--- src/rtl/sar_search_pkg.sv ---
// Shared state encoding for the successive-approximation search controller.
// No logic; imported by sar_search and sar_search_verdict.
package sar_search_pkg;

    localparam int STATE_W = 2;

    typedef enum logic [STATE_W-1:0] {
        S_IDLE = 2'd0,
        S_CONV = 2'd1,
        S_DONE = 2'd2
    } state_t;

endpackage

--- src/rtl/sar_search_verdict.sv ---
// Decodes an eq/lt/gt comparator verdict into keep/hit/invalid flags.
// Latency: combinational. Backpressure: none.
// Anything other than exactly one verdict line high is invalid and resolves as "clear the bit".
module sar_search_verdict
    import sar_search_pkg::*;
(
    input  logic cmp_eq,
    input  logic cmp_lt,
    input  logic cmp_gt,
    output logic keep_bit,
    output logic hit_eq,
    output logic invalid
);

    logic one_hot;

    always_comb begin
        one_hot  = (cmp_eq ^ cmp_lt ^ cmp_gt) & ~(cmp_eq & cmp_lt & cmp_gt);
        invalid  = ~one_hot;
        keep_bit = one_hot & (cmp_eq | cmp_lt);
        hit_eq   = one_hot & cmp_eq;
    end

endmodule

--- src/rtl/sar_search.sv ---
// SAR controller: resolves an N-bit target MSB-first from external comparator verdicts.
// Latency: done pulses N+1 cycles after start (k+1 with SAR_EARLY_EXIT_EN and an eq hit on trial k).
// Backpressure: start is accepted only in IDLE; pulses while busy are dropped, not queued.
module sar_search
    import sar_search_pkg::*;
#(
    parameter int N = 4
) (
    input  logic         clk,
    input  logic         rst,
    input  logic         start,
    input  logic         cmp_eq,
    input  logic         cmp_lt,
    input  logic         cmp_gt,
    output logic [N-1:0] trial,
    output logic         trial_valid,
    output logic         busy,
    output logic         done,
    output logic [N-1:0] result,
    output logic         err
);

    localparam int IW = (N > 1) ? $clog2(N) : 1;

`ifdef SAR_EARLY_EXIT_EN
    localparam bit EARLY_EXIT = 1'b1;
`else
    localparam bit EARLY_EXIT = 1'b0;
`endif

    state_t        state;
    logic [N-1:0]  acc;
    logic [IW-1:0] idx;

    logic          keep_bit;
    logic          hit_eq;
    logic          invalid;
    logic [N-1:0]  bit_mask;
    logic [N-1:0]  acc_next;
    logic          finish;

    sar_search_verdict u_verdict (
        .cmp_eq   (cmp_eq),
        .cmp_lt   (cmp_lt),
        .cmp_gt   (cmp_gt),
        .keep_bit (keep_bit),
        .hit_eq   (hit_eq),
        .invalid  (invalid)
    );

    // An eq hit keeps the bit, so acc_next already equals the current trial on early exit.
    always_comb begin
        bit_mask      = '0;
        bit_mask[idx] = 1'b1;
        acc_next      = keep_bit ? (acc | bit_mask) : acc;
        finish        = (idx == '0) || (EARLY_EXIT && hit_eq);
    end

    always_ff @(posedge clk) begin
        if (rst) begin
            state       <= S_IDLE;
            acc         <= '0;
            idx         <= '0;
            trial       <= '0;
            trial_valid <= 1'b0;
            busy        <= 1'b0;
            done        <= 1'b0;
            result      <= '0;
            err         <= 1'b0;
        end else begin
            case (state)
                S_IDLE: begin
                    done  <= 1'b0;
                    trial <= '0;
                    if (start) begin
                        acc         <= '0;
                        idx         <= IW'(N - 1);
                        trial       <= {1'b1, {(N-1){1'b0}}};
                        trial_valid <= 1'b1;
                        busy        <= 1'b1;
                        err         <= 1'b0;
                        state       <= S_CONV;
                    end
                end
                S_CONV: begin
                    acc <= acc_next;
                    if (invalid) begin
                        err <= 1'b1;
                    end
                    if (finish) begin
                        result      <= acc_next;
                        trial       <= '0;
                        trial_valid <= 1'b0;
                        done        <= 1'b1;
                        state       <= S_DONE;
                    end else begin
                        idx   <= idx - 1'b1;
                        trial <= acc_next | (bit_mask >> 1);
                    end
                end
                S_DONE: begin
                    done  <= 1'b0;
                    busy  <= 1'b0;
                    state <= S_IDLE;
                end
                default: begin
                    state       <= S_IDLE;
                    trial       <= '0;
                    trial_valid <= 1'b0;
                    busy        <= 1'b0;
                    done        <= 1'b0;
                end
            endcase
        end
    end

endmodule
--- config.mk ---
export PLATFORM = sky130hd
export DESIGN_NAME = sar_search
export DESIGN_NICKNAME = d
export VERILOG_FILES = /design/src/rtl/sar_search_pkg.sv /design/src/rtl/sar_search_verdict.sv /design/src/rtl/sar_search.sv
export SDC_FILE = /design/constraint.sdc
export NUM_CORES = 1
export LEC_CHECK = 0
export ABC_AREA = 1
export ABC_CLOCK_PERIOD_IN_PS = 4059
export CAP_MARGIN = 10
export CORE_MARGIN = 10
export CORE_UTILIZATION = 57
export CTS_BUF_LIST = sky130_fd_sc_hd__clkbuf_8
export CTS_CLUSTER_DIAMETER = 50
export DETAILED_ROUTE_END_ITERATION = 12
export PLACE_DENSITY = 0.86
export SETUP_SLACK_MARGIN = 0.15
export SLEW_MARGIN = 30
export SYNTH_ARGS = -nofsm -noshare
export SYNTH_HDL_FRONTEND = slang
export SYNTH_SLANG_ARGS = --single-unit
export TNS_END_PERCENT = 1
--- constraint.sdc ---
create_clock -name clk -period 4.06 [get_ports clk]
set_input_delay 1.218 -clock clk [delete_from_list [all_inputs] [get_ports clk]]
set_output_delay 1.218 -clock clk [all_outputs]
set_load 0.01 [all_outputs]
Word level (Yosys, flattened, before mapping). Cells that the tools add are included.

Flip-flop bits (word level): 20. Word-level logic and storage cells: 63. Output and inout port bits: 12. Bits of input ports: 6.

Order comparisons: 2. Mux-type cells: 21. Bitwise operators: 12. Add/sub/neg operators: 1. Eq/ne operators: 6. Reductions and logical operators: 12.

Operators with widths (count): $mux 4 (4); $pmux 4 s3 (1); $reduce_and 3->1 (3); $mux 2 (4); $ne 2x2->1 const B (4); $pmux 2 s2 (2); $pmux 4 s2 (1); $reduce_and 2->1 (4); $mux 1 (5); $and 1x1->1 (4); $logic_not 2->1 (2); $or 4x3->4 (1); $or 4x4->4 (1); $pmux 1 s2 (2); $lt 2x3->1 const B (1); $not 1->1 (3); $pmux 1 s3 (1); $demux 1 s2 (1); $eq 2x1->1 const B (1); $eq 2x2->1 const B (1); $ge 2x1->1 const B (1); $reduce_bool 2->1 (1); $reduce_or 2->1 (1); $sub 2x1->2 const B (1); other kinds (3) (4).

Depth between registers and ports, before layout.
Depth in word-level cells: 9. Gate-level depth with buffers: 11. Mapped depth without buffers: 11.

By module. From an unflattened synthesis, not the netlist that was laid out.

Cell total of the unflattened synthesis: 123. Area, all modules: 925.9 sq um.

By module, submodules not included: sar_search (area each 854.6 sq um, cells each 111, seq. area each 400.4 sq um, instances 1); sar_search_verdict (area each 71.3 sq um, cells each 12, seq. area each 0.0 sq um, instances 1).

Least setup slack after synthesis. Ideal clock, no wire load.

Path kind: input to register. Start point: input cmp_eq. End point: register result[3]. Path buffers: 0. Arrival time: 2.113 ns. Library setup time: 0.056 ns. Required time: 4.004 ns. Stages: 11. Setup slack: 1.891 ns. Cells stage by stage: inv_1 ha_1 nand2_1 inv_1 a21oi_2 nand2_1 inv_1 nand2_1 nand3_1 nand2_1 inv_1.

Word-level cells in the longest chain between the ends: 6. Elaborated cells on any way between the ends: 9. Classes of those cells: mux (1); bitwise (8).

Ends and longest elaborated chain: start, declared (line sar_search.sv:12) `input logic cmp_eq,`; $and 1x1->1 (2 in series) (line sar_search_verdict.sv:18) `one_hot = (cmp_eq ^ cmp_lt ^ cmp_gt) & ~(cmp_eq & cmp_lt & cmp_gt);`; $not 1->1 (line sar_search_verdict.sv:18); $and 1x1->1 (line sar_search_verdict.sv:18); $and 1x1->1 (*) (line sar_search_verdict.sv:20) `keep_bit = one_hot & (cmp_eq | cmp_lt);`; $mux 4 (*) (line sar_search.sv:55) `acc_next = keep_bit ? (acc | bit_mask) : acc;`; end signal, assigned (line sar_search.sv:91) `result <= acc_next;`; end, declared (line sar_search.sv:19) `output logic [N-1:0] result,`.

Every way passes the cells marked *; elsewhere a longest branch is shown, timed or not. A chain may end at the register's enable or synchronous reset.

Final worst setup path.
Start point: input cmp_eq. End point: register result[0].

Same word-level chain as after synthesis.

==> flow_metrics.py <==
metrics = {
    "run_status": {
        "status": "complete, no violations",
    },
    "grt": {
        "grt_overflow": 0,
        "grt_pass1_vias": 862,
        "grt.total_usage": 0.126,
        "antenna_found_initial": 0,
        "grt_max_degree": 11,
        "grt_pass1_wl_um": 3620,
    },
    "power": {
        "swShare": 0.289,
        "p_sw_mw": 0.130,
        "vdd_drop_max_mv": 0.297,
        "intPower_mw": 0.320,
        "clkPwrFrac": 0.280,
        "p_comb_frac": 0.230,
        "leakagePower_nw": 0.536,
        "p_per_area_nw_per_um2": 380,
        "seqPwrFrac": 0.490,
    },
    "worst_setup_path": {
        "crit_buf_inv": 5,
        "cp_slowest_stage_delay_ns": 0.49,
        "cp_data_required_time_ns": 4.26,
        "crit_chain": "clkdlybuf4s50_1 > inv_1 > ha_1 > nand2_1 > inv_1 > a21oi_2 > nand2_1 > inv_1 > nand2_1 > nand3_1 > nand2_1 > inv_1",
        "start_kind": "input pin",
        "crit_path_end_kind": "flip-flop",
        "path_class": "in2reg",
        "cp_top_family": "buffers and inverters",
        "crit_slowest_cell": "clkdlybuf4s50_1",
        "crit_fanout": 3,
        "worstPathArrival_ns": 2.81,
    },
    "cts": {
        "cts.sinks": 20,
        "cts.hold.buffers_added": 0,
        "cts_max_path_buffers": 2,
        "cts_made_buffers": 3,
        "insertion_delay_ns": 0.25,
        "tritoncts": "done",
        "post_cts_resize_count": 0,
        "ctsHtreeMaxLevel": 1,
        "root_buffer": "clkbuf_8",
        "clk_pin_slew_worst_paths_ns": 0.07,
        "postCtsSetupBuffers": 0,
    },
    "layout": {
        "area_delta_synth_final_pct": 22.9,
        "fin_nets": 155,
        "final_util": 0.758,
        "nFillCells": 124,
        "drive_gt1_frac": 0.0922,
        "diodes": 0,
    },
    "logic_synthesis": {
        "synth_nets": 134,
        "synth_area_um2": 962,
        "ys_seq_area_frac": 0.416,
        "postSynthCellCount": 122,
        "ys_seq_elements": 20,
        "synth.avg_cell_area_um2": 7.89,
        "ys_warn_count": 0,
        "synth_cell_types": 19,
    },
    "floorplan": {
        "ios": 18,
        "die_h_um": 61.1,
        "initial_core_util": 0.617,
        "die-area_um2": 3730,
        "fp.dieW_um": 61.1,
        "fp.coreArea_um2": 1560,
        "rows": 14,
    },
    "sta": {
        "fin_tns_setup_ns": 0,
        "hold_violations": 0,
        "period_share": 0.641,
        "worst_pin_slew_ns": 0.359,
        "drv_slew": 0,
        "clock_skew_ns": 0.00198,
        "max_freq_ghz": 0.384,
        "period_minus_slack_ns": 2.60,
        "max_slew_margin": 0.760,
        "rsz0062_at_grt": "false",
        "finalSetupViolations": 0,
    },
    "routing": {
        "routed_wl_um": 2140,
        "drt_iter0_markers": 24,
        "drc": 0,
        "ant_nets": 0,
        "first_pass_iters": 4,
        "avgRoutedWirePerCell_um": 13.6,
        "vias_per_cell": 5.38,
        "num_vias": 844,
    },
    "placement": {
        "numPortBuffers": 17,
        "dp_hpwl_um": 1690,
        "gp_congestion": 0.853,
    },
    "job": {
        "drv_cap": 0,
    },
    "hold_path": {
        "hold_class": "reg2reg",
    },
}
==> power groups by stage <==
stage | Sequential (mW) | Clock, mW | Combinational (mW)
3_5_place_dp | 0.224 | 0 | 0.102
4_1_cts | 0.220 | 0.127 | 0.104
5_1_grt | 0.222 | 0.135 | 0.115
2_1_floorplan | 0.227 | 0 | 0.0617
6_report | 0.220 | 0.126 | 0.103
3_3_place_gp | 0.224 | 0 | 0.0990
==> metal layers <==
layer	vias to the layer above	share of wire	global-route usage
met2	32	0.50	0.217
met5	-	0	0
met1	379	0.39	0.132
met4	0	0.015	0.0651
met3	5	0.095	0.0473
li1	428	-	-
==> tightest hold or removal path, delay by kind of cell (launching register included) <==
| kind | cells | cell delay [ns] |
|---|---|---|
| AOI/OAI and AO/OA | 1 | 0.05 |
| DFF | 1 | 0.31 |
| and+or+nand+nor | 1 | 0.06 |
==> synth_stat cells (all sizes together) <==
library cell  count  area (µm²)
a21oi            13        68.8
nor2              9        51.3
dfxtp            20         400
nand3             8        40.0
nand2            22         113
ha                6        75.1
inv              26         103
o21ai             9        45.0
o211ai            2        15.0
o21a              2        15.0
buf               1        11.3
a31oi             2        12.5
nand4             2        12.5
==> flip-flops by register name, summed over array words and instances (netlist names) <==
| register | cells |
|---|---|
| state | 2 |
| trial | 4 |
| done | 1 |
| trial_valid | 1 |
| idx | 2 |
| busy | 1 |
| err | 1 |
| result | 4 |
| acc | 4 |
==> cell families (layout without fill, tap and decap cells) <==
kind of cell    count (synthesis)  count (layout)  synth area share
fa+ha+maj                       6               6            0.0780
flops                          20              20             0.416
buf+inv                        27              46             0.118
compound gates                 28              28             0.163
simple gates                   41              41             0.225
==> cell type report <==
type                    instances  area (µm²)  share of cell area
clock buffers                   3        41.3              0.0349
flip-flops and latches         20         400               0.339
well taps                      16        20.0              0.0169
repair buffers                 17         170               0.144
inverters                      26         103              0.0868
multi-input cells              75         448               0.379
==> metrics by stage <==
step	cells	hold WS (ns)	area (µm²)	total power [mW]	worst slack [ns]
after floorplan	122	0.455	962	0.289	1.89
after CTS	157	0.467	1180	0.451	1.46
after global placement	154	0.451	1140	0.323	1.32
after global routing	157	0.492	1180	0.471	1.35
after detailed placement	154	0.457	1140	0.326	1.23
final	157	0.463	1180	0.449	1.46
==> cells in the final DEF, fill, tap and decap left out, types with 2 or more instances in the layout <==
cell type and instances:
a21oi_1 12, a31oi_1 2, clkbuf_8 3, clkdlybuf4s50_1 17, dfxtp_1 20, ha_1 6
inv_1 24, inv_4 2, nand2_1 18, nand2_4 4, nand3_1 8, nand4_1 2
nor2_1 6, nor2_4 2, o211ai_1 2, o21a_1 2, o21ai_0 6, o21ai_1 3
==> final timing paths <==
| check | start | endpoint | slack (ns) | depth (start not counted) |
|---|---|---|---|---|
| max | cmp_eq | result[0] | 1.46 | 12 |
| min | trial[2] | trial[2] | 0.46 | 2 |
| max reg2reg | idx[0] | idx[1] | 2.59 | 7 |
| min reg2reg | trial[2] | trial[2] | 0.46 | 2 |
(Power assumes the default switching activity.)
